===== src/rtl/mv_best_select.sv =====
// mv_best_select: best-motion-vector selector placed after the SAD engine.
// A candidate MV is paired with the SAD that returns SAD_LAT cycles later.
// The block keeps the minimum-cost candidate over a search. At the end of a
// round it either reports the winner (done) or asks for an extended round
// (go_ext). At most MAX_EXT extended rounds are allowed per search.
//
// Ports:
//   clk, reset           clock; asynchronous active-high reset
//   cand_valid/mv/last   candidate issued to the SAD engine this cycle
//   sad_in               SAD of the candidate issued SAD_LAT cycles earlier
//   ext_th, skip_ext     extension controls, sampled in DECIDE
//   mv_out, sad_out      selected vector and its SAD, held until next done
//   cand_cnt             candidates evaluated in the reported search (saturating)
//   done, go_ext         one-cycle pulses: result ready / launch extended round
//   overrun              sticky: a sample arrived in DECIDE and was dropped
module mv_best_select #(
  parameter int SAD_W      = 16,
  parameter int MV_W       = 14,
  parameter int SAD_LAT    = 3,
  parameter int MAX_EXT    = 1,
  parameter bit TIE_LATEST = 1'b0,
  parameter int CNT_W      = 8
) (
  input  logic             clk,
  input  logic             reset,
  input  logic             cand_valid,
  input  logic [MV_W-1:0]  cand_mv,
  input  logic             cand_last,
  input  logic [SAD_W-1:0] sad_in,
  input  logic [SAD_W-1:0] ext_th,
  input  logic             skip_ext,
  output logic [MV_W-1:0]  mv_out,
  output logic [SAD_W-1:0] sad_out,
  output logic [CNT_W-1:0] cand_cnt,
  output logic             done,
  output logic             go_ext,
  output logic             overrun
);

  localparam logic [0:0] ST_ACC    = 1'b0;
  localparam logic [0:0] ST_DECIDE = 1'b1;

  // Round counter is at least one bit wide so MAX_EXT=0 still elaborates;
  // with MAX_R=0 the "rounds < MAX_R" term is never true.
  localparam int             RW    = (MAX_EXT < 1) ? 1 : $clog2(MAX_EXT + 1);
  localparam logic [RW-1:0]  MAX_R = RW'(MAX_EXT);

  typedef struct packed {
    logic            last;
    logic [MV_W-1:0] mv;
  } stg_t;

  // Candidate delay line: stage SAD_LAT-1 lines up with sad_in.
  logic [SAD_LAT-1:0]       vld_pipe;
  stg_t [SAD_LAT-1:0]       dat_pipe;

  always_ff @(posedge clk or posedge reset) begin
    if (reset) begin
      vld_pipe <= '0;
      dat_pipe <= '0;
    end else begin
      vld_pipe[0] <= cand_valid;
      dat_pipe[0] <= '{last: cand_last, mv: cand_mv};
      for (int i = 1; i < SAD_LAT; i++) begin
        vld_pipe[i] <= vld_pipe[i-1];
        dat_pipe[i] <= dat_pipe[i-1];
      end
    end
  end

  logic            s_valid;
  logic            s_last;
  logic [MV_W-1:0] s_mv;

  assign s_valid = vld_pipe[SAD_LAT-1];
  assign s_last  = dat_pipe[SAD_LAT-1].last;
  assign s_mv    = dat_pipe[SAD_LAT-1].mv;

  logic [0:0]       state;
  logic [SAD_W-1:0] min_sad;
  logic [MV_W-1:0]  min_mv;
  logic [CNT_W-1:0] cnt;
  logic [RW-1:0]    rounds;

  logic replace;
  logic ext;

  // TIE_LATEST picks the tie rule: <= lets a later equal SAD take over.
  assign replace = TIE_LATEST ? (sad_in <= min_sad) : (sad_in < min_sad);
  // Extension needs min strictly above threshold.
  assign ext     = (min_sad > ext_th) && (rounds < MAX_R) && !skip_ext;

  always_ff @(posedge clk or posedge reset) begin
    if (reset) begin
      state    <= ST_ACC;
      min_sad  <= '1;
      min_mv   <= '0;
      cnt      <= '0;
      rounds   <= '0;
      mv_out   <= '0;
      sad_out  <= '0;
      cand_cnt <= '0;
      done     <= 1'b0;
      go_ext   <= 1'b0;
      overrun  <= 1'b0;
    end else begin
      done   <= 1'b0;
      go_ext <= 1'b0;
      case (state)
        ST_ACC: begin
          if (s_valid) begin
            if (replace) begin
              min_sad <= sad_in;
              min_mv  <= s_mv;
            end
            if (cnt != '1) cnt <= cnt + 1'b1;
            if (s_last) state <= ST_DECIDE;
          end
        end
        default: begin
          // Sample landing here belongs to a round issued too early; drop it.
          if (s_valid) overrun <= 1'b1;
          if (ext) begin
            go_ext <= 1'b1;
            rounds <= rounds + 1'b1;
          end else begin
            done     <= 1'b1;
            mv_out   <= min_mv;
            sad_out  <= min_sad;
            cand_cnt <= cnt;
            min_sad  <= '1;
            min_mv   <= '0;
            cnt      <= '0;
            rounds   <= '0;
          end
          state <= ST_ACC;
        end
      endcase
    end
  end

endmodule


===== config.mk =====
export PLATFORM = sky130hd
export DESIGN_NAME = mv_best_select
export DESIGN_NICKNAME = d
export VERILOG_FILES = /design/src/rtl/mv_best_select.sv
export SDC_FILE = /design/constraint.sdc
export NUM_CORES = 1
export LEC_CHECK = 0
export ABC_CLOCK_PERIOD_IN_PS = 7100
export BUFFER_PORTS_ARGS = -buffer_cell sky130_fd_sc_hd__buf_4
export CAP_MARGIN = 20
export CORE_MARGIN = 4
export CORE_UTILIZATION = 29
export DETAILED_ROUTE_END_ITERATION = 10
export RECOVER_POWER = 100
export SLEW_MARGIN = 20
export SYNTH_ARGS = -nofsm -noshare
export SYNTH_HDL_FRONTEND = slang
export SYNTH_SLANG_ARGS = --single-unit

===== constraint.sdc =====
create_clock -name clk -period 7.1 [get_ports clk]
set_input_delay 1.065 -clock clk [delete_from_list [all_inputs] [get_ports clk]]
set_output_delay 1.065 -clock clk [all_outputs]
set_load 0.005 [all_outputs]

==> metrics.txt, run 1 <==
# TYPE chip_impl_metric gauge
chip_impl_metric{name="worst_clock_skew",unit="ns"} 0.00544
chip_impl_info{name="clock_tree.root_cell",value="clkbuf_16"} 1
chip_impl_metric{name="die_width",unit="µm"} 141
chip_impl_metric{name="syn-cell-area",unit="µm²"} 5130
chip_impl_metric{name="grt_pass1_vias",unit=""} 3532
chip_impl_metric{name="clock_sinks",unit=""} 129
chip_impl_metric{name="fin_area",unit="µm²"} 6540
chip_impl_metric{name="timing_worst_slew_pin_value",unit="ns"} 2.61
chip_impl_metric{name="synth_async_sr_flop_share",unit="%"} 100
chip_impl_metric{name="floorplan.initialDensity",unit="%"} 29.7
chip_impl_info{name="slowest_stage",value="clkbuf_1"} 1
chip_impl_metric{name="final.hold.worst_slack",unit="ns"} 0.343
chip_impl_metric{name="detailed_place_hpwl",unit="µm"} 7670
chip_impl_metric{name="fillerInstances",unit=""} 1673
chip_impl_metric{name="synth-edff-count",unit=""} 0
chip_impl_metric{name="grt.total_usage",unit="%"} 11.7
chip_impl_info{name="cp_cell_sequence",value="clkbuf_4, inv_1, ha_1, nand4_1, nor4_1, a21bo_1, a32oi_4, clkbuf_1, mux2_2"} 1
chip_impl_metric{name="cts_resized",unit=""} 0
chip_impl_metric{name="relSlewSlack",unit="%"} -74.1
chip_impl_metric{name="antenna-diode-count",unit=""} 0
chip_impl_info{name="startpoint_type",value="input port"} 1
chip_impl_metric{name="height_of_the_die",unit="µm"} 141
chip_impl_info{name="run_status",value="finished, violations left"} 1
chip_impl_metric{name="grt_max_degree",unit=""} 75
chip_impl_metric{name="wl_per_cell",unit="µm"} 14.8
chip_impl_metric{name="post_cts_clock_slew_at_the_launch_and_capture_registers_of_the_worst_setup_and_hold_paths",unit="ns"} 0.06
chip_impl_metric{name="dr_total_vias",unit=""} 3394
chip_impl_metric{name="post_cts_hold_buffer_count",unit=""} 0
chip_impl_metric{name="synth.avg_cell_area",unit="µm²"} 12.8
chip_impl_metric{name="final_sum_of_negative_setup_slack",unit="ns"} 0
chip_impl_metric{name="highest_ir_drop_seen_on_vdd",unit="V"} 0.000171
chip_impl_metric{name="report.power.total",unit="mW"} 2.49
chip_impl_metric{name="powerDensity",unit="nW/µm²"} 381
chip_impl_info{name="synth_top_flop_cell",value="dfrtp_1"} 1
chip_impl_metric{name="power.leakage",unit="nW"} 3.17
chip_impl_metric{name="post_cts.repair.setup_buffers",unit=""} 0
chip_impl_metric{name="core_area",unit="µm²"} 17300
chip_impl_metric{name="maxSlewViolCount",unit=""} 191
chip_impl_metric{name="area_growth_syn_to_layout",unit="%"} 27.4
chip_impl_metric{name="grt_pass1_wl",unit="µm"} 18000
chip_impl_info{name="worst_hold_path_type",value="reg -> reg"} 1
chip_impl_metric{name="grt_antenna_before_repair",unit=""} 0
chip_impl_metric{name="yosysSeqAreaShare",unit="%"} 63.3
chip_impl_metric{name="worst_slack",unit="ns"} 2.26
chip_impl_info{name="criticalPathCategory",value="in -> reg"} 1
chip_impl_metric{name="rows",unit=""} 48
chip_impl_info{name="cts_tree",value="yes"} 1
chip_impl_metric{name="io_buffer_count",unit=""} 91
chip_impl_metric{name="drt_wl_total",unit="µm"} 10800
chip_impl_metric{name="total_congestion_overflow",unit=""} 0
chip_impl_metric{name="max_freq",unit="MHz"} 206
chip_impl_metric{name="synth_seq_cells",unit=""} 129
chip_impl_metric{name="drt-initial-drc-count",unit=""} 165
chip_impl_info{name="layout.cells.most_common",value="dfrtp_1"} 1
chip_impl_metric{name="max_cap_viols",unit=""} 3
chip_impl_metric{name="synth.net_count",unit=""} 483
chip_impl_metric{name="io-pin-count",unit=""} 92
chip_impl_metric{name="route.antenna.remaining_nets",unit=""} 0
chip_impl_metric{name="share_of_post_route_cells_with_drive_strength_above_1",unit="%"} 29.5
chip_impl_metric{name="routabilityCongestion",unit=""} 0.810
chip_impl_metric{name="ratio_of_final_minimum_period_to_clock_period",unit="%"} 68.2
chip_impl_info{name="violations_in_the_final_reports",value="max-capacitance violations, max-slew violations"} 1
chip_impl_metric{name="detail_route.vias_per_cell",unit=""} 4.62
chip_impl_info{name="nature_of_the_critical_path_endpoint",value="register"} 1
chip_impl_metric{name="timing.critical_path.fanout_max",unit=""} 58
chip_impl_metric{name="htree_num_levels",unit=""} 4
chip_impl_metric{name="arrival",unit="ns"} 5.14
chip_impl_metric{name="cts_buffer_depth",unit=""} 2
chip_impl_metric{name="design.die.area",unit="µm²"} 19900
chip_impl_metric{name="timing.final.crit_period",unit="ns"} 4.84
chip_impl_info{name="final_cell_mix",value="dfrtp_1, clkbuf_4, inv_1"} 1
chip_impl_metric{name="syn-instance-count",unit=""} 400
chip_impl_info{name="cp_top_family",value="buffers and inverters"} 1
chip_impl_metric{name="dpl_worst_slack",unit="ns"} 3.20
chip_impl_metric{name="synthDistinctLibCells",unit=""} 41
chip_impl_metric{name="crit_buf_inv",unit=""} 3
chip_impl_metric{name="post_dp_cell_area",unit="µm²"} 6030
chip_impl_metric{name="drt_pre_antenna_iters",unit=""} 4
chip_impl_metric{name="yosys_warn_count",unit=""} 0
chip_impl_info{name="rsz0062_at_grt",value="no"} 1
chip_impl_metric{name="design.final.nets",unit=""} 580
chip_impl_metric{name="clk_latency",unit="ns"} 0.42
chip_impl_metric{name="detail_route.drc_violations",unit=""} 0
chip_impl_metric{name="final-setup-viol-count",unit=""} 0
chip_impl_metric{name="final_hold_viol_count",unit=""} 0
chip_impl_metric{name="timing.critical_path.slowest_cell_delay",unit="ns"} 1.89
chip_impl_metric{name="tritoncts.num_buffers",unit=""} 17
chip_impl_metric{name="worstPathRequired",unit="ns"} 7.39
## through the flow
stage | utilization [%] | instances
2_1_floorplan | - | 400
3_3_place_gp | 34.9 | 703
3_5_place_dp | 34.9 | 703
4_1_cts | 38.2 | 734
5_1_grt | 37.8 | 734
6_report | 37.8 | 734
## where the power goes
group	switching [mW]	internal [mW]
Sequential	0.117	0.948
Combinational	0.299	0.289
Clock	0.318	0.523
## kinds of logic (layout without fill, tap and decap cells)
logic type	after synthesis	count (layout)	synth area share, %
DFF	129	129	63.3
AOI/OAI and AO/OA	91	91	12.7
and+or+nand+nor	74	74	6.90
buffers and inverters	52	161	4.56
adders and majority gates	32	32	7.80
muxes	21	21	4.61
xor gates and xnor gates	1	1	0.171
## routing by layer
layer	GRT usage (%)	vias up	routed length [µm]
met5	0	-	0
met4	5.51	0	196
met3	4.85	19	807
met2	18.1	93	5130
met1	14.3	1674	4710
li1	-	1608	-
## cells in the mapped netlist, types with 3 or more instances
cell,n,area share [%]
a21oi_1,11,1.1
a2bb2oi_1,16,2.7
a31oi_1,9,1.1
a32o_1,13,2.5
and3_1,4,0.49
buf_4,4,0.58
buf_6,3,0.66
clkbuf_1,7,0.51
dfrtp_1,113,55
dfstp_2,16,8.2
ha_1,32,7.8
inv_1,37,2.7
mux2_2,21,4.6
nand2_1,35,2.6
nand3_1,9,0.88
nand4_1,4,0.49
nor2_1,7,0.51
nor2b_1,3,0.37
nor3_1,3,0.29
o211ai_1,3,0.44
o21ai_0,24,2.3
## sequential cells by signal, indices dropped and copies added, names as in the netlist
signal and cells:
dat_pipe 30, min_sad 16, sad_out 16, min_mv 14
mv_out 14, s_mv 14, cand_cnt 8, cnt 8
vld_pipe 3, done 1, go_ext 1, overrun 1
rounds 1, s_last 1, state 1
## worst paths after layout
kind                       depth (start not counted)     endpoint    startpoint  slack, ns
max in group asynchronous                          3  sad_out[15]         reset       3.21
min                                                0      s_mv[1]  dat_pipe[16]       0.34
min in group asynchronous                          2  dat_pipe[1]         reset       1.33
max reg2reg                                        7    mv_out[8]   min_sad[15]       2.64
max                                                9    mv_out[8]    ext_th[15]       2.26
min reg2reg                                        0      s_mv[1]  dat_pipe[16]       0.34
## final cells by class
| cell class | count | area (µm²) | share of cell area [%] |
|---|---|---|---|
| sequential | 129 | 3250 | 49.7 |
| multi-input combinational | 219 | 1660 | 25.3 |
| timing repair buffer | 93 | 636 | 9.72 |
| clock buffer | 18 | 439 | 6.72 |
| tap | 225 | 282 | 4.30 |
| inverter | 37 | 140 | 2.14 |
| clock inverter | 13 | 139 | 2.12 |
## worst reg2reg max path, stage by stage, from the launching register on
cell	delay (ns)
dfstp_2	0.54
ha_1	0.16
nand4_1	0.19
nor4_1	0.54
a21bo_1	0.31
a32oi_4	0.23
clkbuf_1	1.89
mux2_2	0.48
No activity file was read; power rests on OpenSTA's default activity.
==> run 2, diff against run 1 <==
--- a/config.mk
+++ b/config.mk
@@ -5,7 +5,8 @@
 export SDC_FILE = /design/constraint.sdc
 export NUM_CORES = 1
 export LEC_CHECK = 0
-export ABC_CLOCK_PERIOD_IN_PS = 7100
+export ABC_AREA = 1
+export ABC_CLOCK_PERIOD_IN_PS = 4680
 export BUFFER_PORTS_ARGS = -buffer_cell sky130_fd_sc_hd__buf_4
 export CAP_MARGIN = 20
 export CORE_MARGIN = 4
==> constraint.sdc (replaced) <==
create_clock -name clk -period 4.68 [get_ports clk]
set_input_delay 0.702 -clock clk [delete_from_list [all_inputs] [get_ports clk]]
set_output_delay 0.702 -clock clk [all_outputs]
set_load 0.005 [all_outputs]
==> run 2 against run 1 <==
Critical path type is now reg -> reg. Die area up 6.8%. Largest power group unchanged. Via count rose by 15%. Critical path depth up 1. Clock power increased by 58%. Global-route usage fell by 0.11 points. Design area is 5.8% higher. Clock skew rose by 0.0023 ns. The run still ends with max-capacitance violations, max-slew violations left. Worst hold slack better by 0.0037 ns.
==> metrics.txt, run 2 <==
# TYPE chip_impl_metric gauge
chip_impl_info{name="run_status",value="finished, violations left"} 1
chip_impl_info{name="violations_in_the_final_reports",value="max-capacitance violations, max-slew violations"} 1
chip_impl_metric{name="syn-cell-area",unit="µm²"} 5500
chip_impl_metric{name="arrival",unit="ns"} 3.52
chip_impl_metric{name="design.final.nets",unit=""} 757
chip_impl_metric{name="yosysSeqAreaShare",unit="%"} 59.0
chip_impl_metric{name="grt_antenna_before_repair",unit=""} 0
chip_impl_metric{name="relSlewSlack",unit="%"} -42.8
chip_impl_metric{name="dr_total_vias",unit=""} 3890
chip_impl_metric{name="post_cts.repair.setup_buffers",unit=""} 0
chip_impl_metric{name="final_sum_of_negative_setup_slack",unit="ns"} 0
chip_impl_metric{name="hold-path-cell-count",unit=""} 0
chip_impl_info{name="most_frequent_cell_after_synthesis",value="nand2_1"} 1
chip_impl_metric{name="fillerInstances",unit=""} 1878
chip_impl_metric{name="post-route-util",unit="%"} 37.0
chip_impl_metric{name="antenna-diode-count",unit=""} 0
chip_impl_info{name="synth_top_flop_cell",value="dfrtp_1"} 1
chip_impl_metric{name="synth_seq_cells",unit=""} 129
chip_impl_metric{name="detailed_place_hpwl",unit="µm"} 7890
chip_impl_info{name="yosys_top_cell_by_area",value="dfrtp_1"} 1
chip_impl_info{name="reg2reg_to",value="min_mv[4]"} 1
chip_impl_info{name="rsz0062_at_grt",value="no"} 1
chip_impl_info{name="yosys-top-cells-area",value="dfrtp_1, nand2_1, dfstp_2, ha_1, inv_1"} 1
chip_impl_info{name="criticalPathCategory",value="reg -> reg"} 1
chip_impl_metric{name="highest_ir_drop_seen_on_vdd",unit="V"} 0.000271
chip_impl_metric{name="yosys_warn_count",unit=""} 0
chip_impl_metric{name="timing.final.crit_period",unit="ns"} 3.22
chip_impl_info{name="registers.top_by_ff_count",value="dat_pipe"} 1
chip_impl_metric{name="met2_length",unit="µm"} 5320
chip_impl_info{name="worst_hold_path_type",value="reg -> reg"} 1
chip_impl_metric{name="maxSlewViolCount",unit=""} 102
chip_impl_info{name="clock_tree.root_cell",value="clkbuf_16"} 1
chip_impl_metric{name="tritoncts.num_buffers",unit=""} 17
chip_impl_metric{name="die_width",unit="µm"} 146
chip_impl_metric{name="detail_route.vias_per_cell",unit=""} 4.22
chip_impl_metric{name="design.die.area",unit="µm²"} 21200
chip_impl_metric{name="worstRegToRegCells",unit=""} 10
chip_impl_metric{name="timing_worst_slew_pin_value",unit="ns"} 2.14
chip_impl_metric{name="wl_per_cell",unit="µm"} 12.7
chip_impl_metric{name="final_hold_viol_count",unit=""} 0
chip_impl_metric{name="synth_async_sr_flop_share",unit="%"} 100
chip_impl_metric{name="cts_buffer_depth",unit=""} 2
chip_impl_metric{name="synth.avg_cell_area",unit="µm²"} 9.45
chip_impl_metric{name="drt_pre_antenna_iters",unit=""} 6
chip_impl_metric{name="share_of_post_route_cells_with_drive_strength_above_1",unit="%"} 22.4
chip_impl_metric{name="synth_top_area_share",unit="%"} 51.4
chip_impl_metric{name="total_congestion_overflow",unit=""} 0
chip_impl_metric{name="detail_route.drc_violations",unit=""} 0
chip_impl_info{name="post_synth_most_frequent_cells",value="nand2_1, dfrtp_1, inv_1, nand3_1, nor2_1"} 1
chip_impl_metric{name="routabilityCongestion",unit=""} 0.745
chip_impl_metric{name="drt-initial-drc-count",unit=""} 217
chip_impl_metric{name="grt_pass1_wl",unit="µm"} 19500
chip_impl_info{name="cts_tree",value="yes"} 1
chip_impl_info{name="critical_r2r_launch",value="state"} 1
chip_impl_info{name="nature_of_the_critical_path_endpoint",value="register"} 1
chip_impl_metric{name="io-pin-count",unit=""} 92
chip_impl_metric{name="max_cap_viols",unit=""} 1
chip_impl_metric{name="io_buffer_count",unit=""} 91
chip_impl_metric{name="regToRegSetupSlack",unit="ns"} 1.46
chip_impl_metric{name="height_of_the_die",unit="µm"} 146
chip_impl_metric{name="synth.net_count",unit=""} 665
chip_impl_info{name="min_delay_worst_endpoint",value="dat_pipe[29]"} 1
chip_impl_metric{name="worstPathRequired",unit="ns"} 4.98
chip_impl_metric{name="met3RoutedLength",unit="µm"} 861
chip_impl_info{name="uppermost_signal_routing_layer_after_detailed_routing",value="met4"} 1
chip_impl_metric{name="largest_register_ff_count",unit=""} 30
chip_impl_metric{name="power.leakage",unit="nW"} 3.63
chip_impl_metric{name="grt_max_degree",unit=""} 102
chip_impl_metric{name="report.power.total",unit="mW"} 4.05
chip_impl_metric{name="clk_latency",unit="ns"} 0.41
chip_impl_metric{name="detail_route.wirelength.met1",unit="µm"} 5390
chip_impl_metric{name="drt_wl_total",unit="µm"} 11700
chip_impl_metric{name="max_freq",unit="MHz"} 311
chip_impl_info{name="startpoint_type",value="register"} 1
chip_impl_metric{name="grt_pass1_vias",unit=""} 3793
chip_impl_info{name="layout.cells.most_common",value="nand2_1"} 1
chip_impl_metric{name="worst_clock_skew",unit="ns"} 0.00773
chip_impl_info{name="timing.hold.worst.start",value="dat_pipe[14]"} 1
chip_impl_metric{name="synthDistinctLibCells",unit=""} 26
chip_impl_metric{name="timing.critical_path.fanout_max",unit=""} 30
chip_impl_metric{name="cts_resized",unit=""} 0
chip_impl_metric{name="grt.total_usage",unit="%"} 11.6
chip_impl_metric{name="powerDensity",unit="nW/µm²"} 585
chip_impl_metric{name="area_growth_syn_to_layout",unit="%"} 25.8
chip_impl_metric{name="ratio_of_final_minimum_period_to_clock_period",unit="%"} 68.8
chip_impl_metric{name="htree_num_levels",unit=""} 4
chip_impl_metric{name="route.antenna.remaining_nets",unit=""} 0
chip_impl_metric{name="post_cts_hold_buffer_count",unit=""} 0
chip_impl_metric{name="clock_sinks",unit=""} 129
chip_impl_metric{name="floorplan.initialDensity",unit="%"} 29.4
chip_impl_info{name="layout_top_registers",value="dat_pipe: 30 flops, min_sad: 16 flops, sad_out: 16 flops"} 1
chip_impl_metric{name="rows",unit=""} 50
chip_impl_metric{name="core_area",unit="µm²"} 18700
chip_impl_metric{name="post_cts_clock_slew_at_the_launch_and_capture_registers_of_the_worst_setup_and_hold_paths",unit="ns"} 0.06
chip_impl_metric{name="synth-edff-count",unit=""} 0
chip_impl_info{name="final_cell_mix",value="nand2_1, dfrtp_1, inv_1"} 1
chip_impl_metric{name="syn-instance-count",unit=""} 582
chip_impl_metric{name="final-setup-viol-count",unit=""} 0
run 2: cell count changes in the layout (fill, tap and decap cells not counted), sizes merged, moves of 4 or more:
cell,delta
nor2,+26
nand2,+156
inv,+34
clkinv,-7
or2,+14
buf,+4
nand3,+32
mux2,-21
a32o,-13
a31oi,-8
a2bb2oi,-16
and3,-4
a21oi,+6
run 2: where the power goes:
group / leakage [nW] / switching [mW] / internal, mW
Clock: 0.292 / 0.551 / 0.774
Combinational: 1.77 / 0.569 / 0.472
Sequential: 1.56 / 0.204 / 1.48
Total: 3.63 / 1.32 / 2.72
run 2: cells by family after synthesis:
family	count (synthesis)	synth area share, %
fa+ha+maj	32	7.28
buf+inv	83	6.85
simple gates	289	22.0
flops	129	59.0
xor+xnor	1	0.159
compound gates	48	4.71
run 2: critical path: stages (launching register included):
cell	delay [ns]
dfrtp_1	0.61
clkbuf_1	1.00
inv_1	0.40
nand2_1	0.15
a211oi_1	0.06
o211ai_1	0.09
inv_1	0.05
nand2_1	0.10
nand2_2	0.38
nand2_1	0.19
nand2_1	0.06
run 2: cell type report:
type	instances	area [µm²]	share of cell area [%]
timing repair buffer	95	679	9.82
multi-input combinational	370	1870	27.0
inverter	61	233	3.36
clock buffer	18	439	6.34
sequential	129	3250	46.9
clock inverter	14	158	2.28
tap	234	293	4.23
run 2: through the flow:
stage | instance area, µm² | std cells | hold slack [ns] | setup slack [ns]
after floorplan | 5500 | 582 | 0.331 | 0.563
after global placement | 6360 | 889 | 0.333 | 1.54
after detailed placement | 6360 | 889 | 0.335 | 1.52
after CTS | 6960 | 921 | 0.348 | 1.83
after global routing | 6920 | 921 | 0.351 | 1.04
final | 6920 | 921 | 0.346 | 1.46
run 2: how the worst max path moves through the flow:
stage	startpoint	to	slack, ns	cells past startpoint
floorplan	reset	cand_cnt[0]	0.56	1
global placement	ext_th[7]	min_mv[6]	1.54	14
detailed placement	ext_th[11]	min_mv[13]	1.52	12
CTS	min_sad[0]	min_mv[13]	1.83	16
global route	state	min_mv[4]	1.04	10
finish	state	min_mv[4]	1.46	10
run 2: per-layer routing:
metal,vias up,track usage (%)
li1,2013,-
met5,-,0
met4,0,4.42
met1,1782,14.8
met3,14,4.73
met2,81,17.8
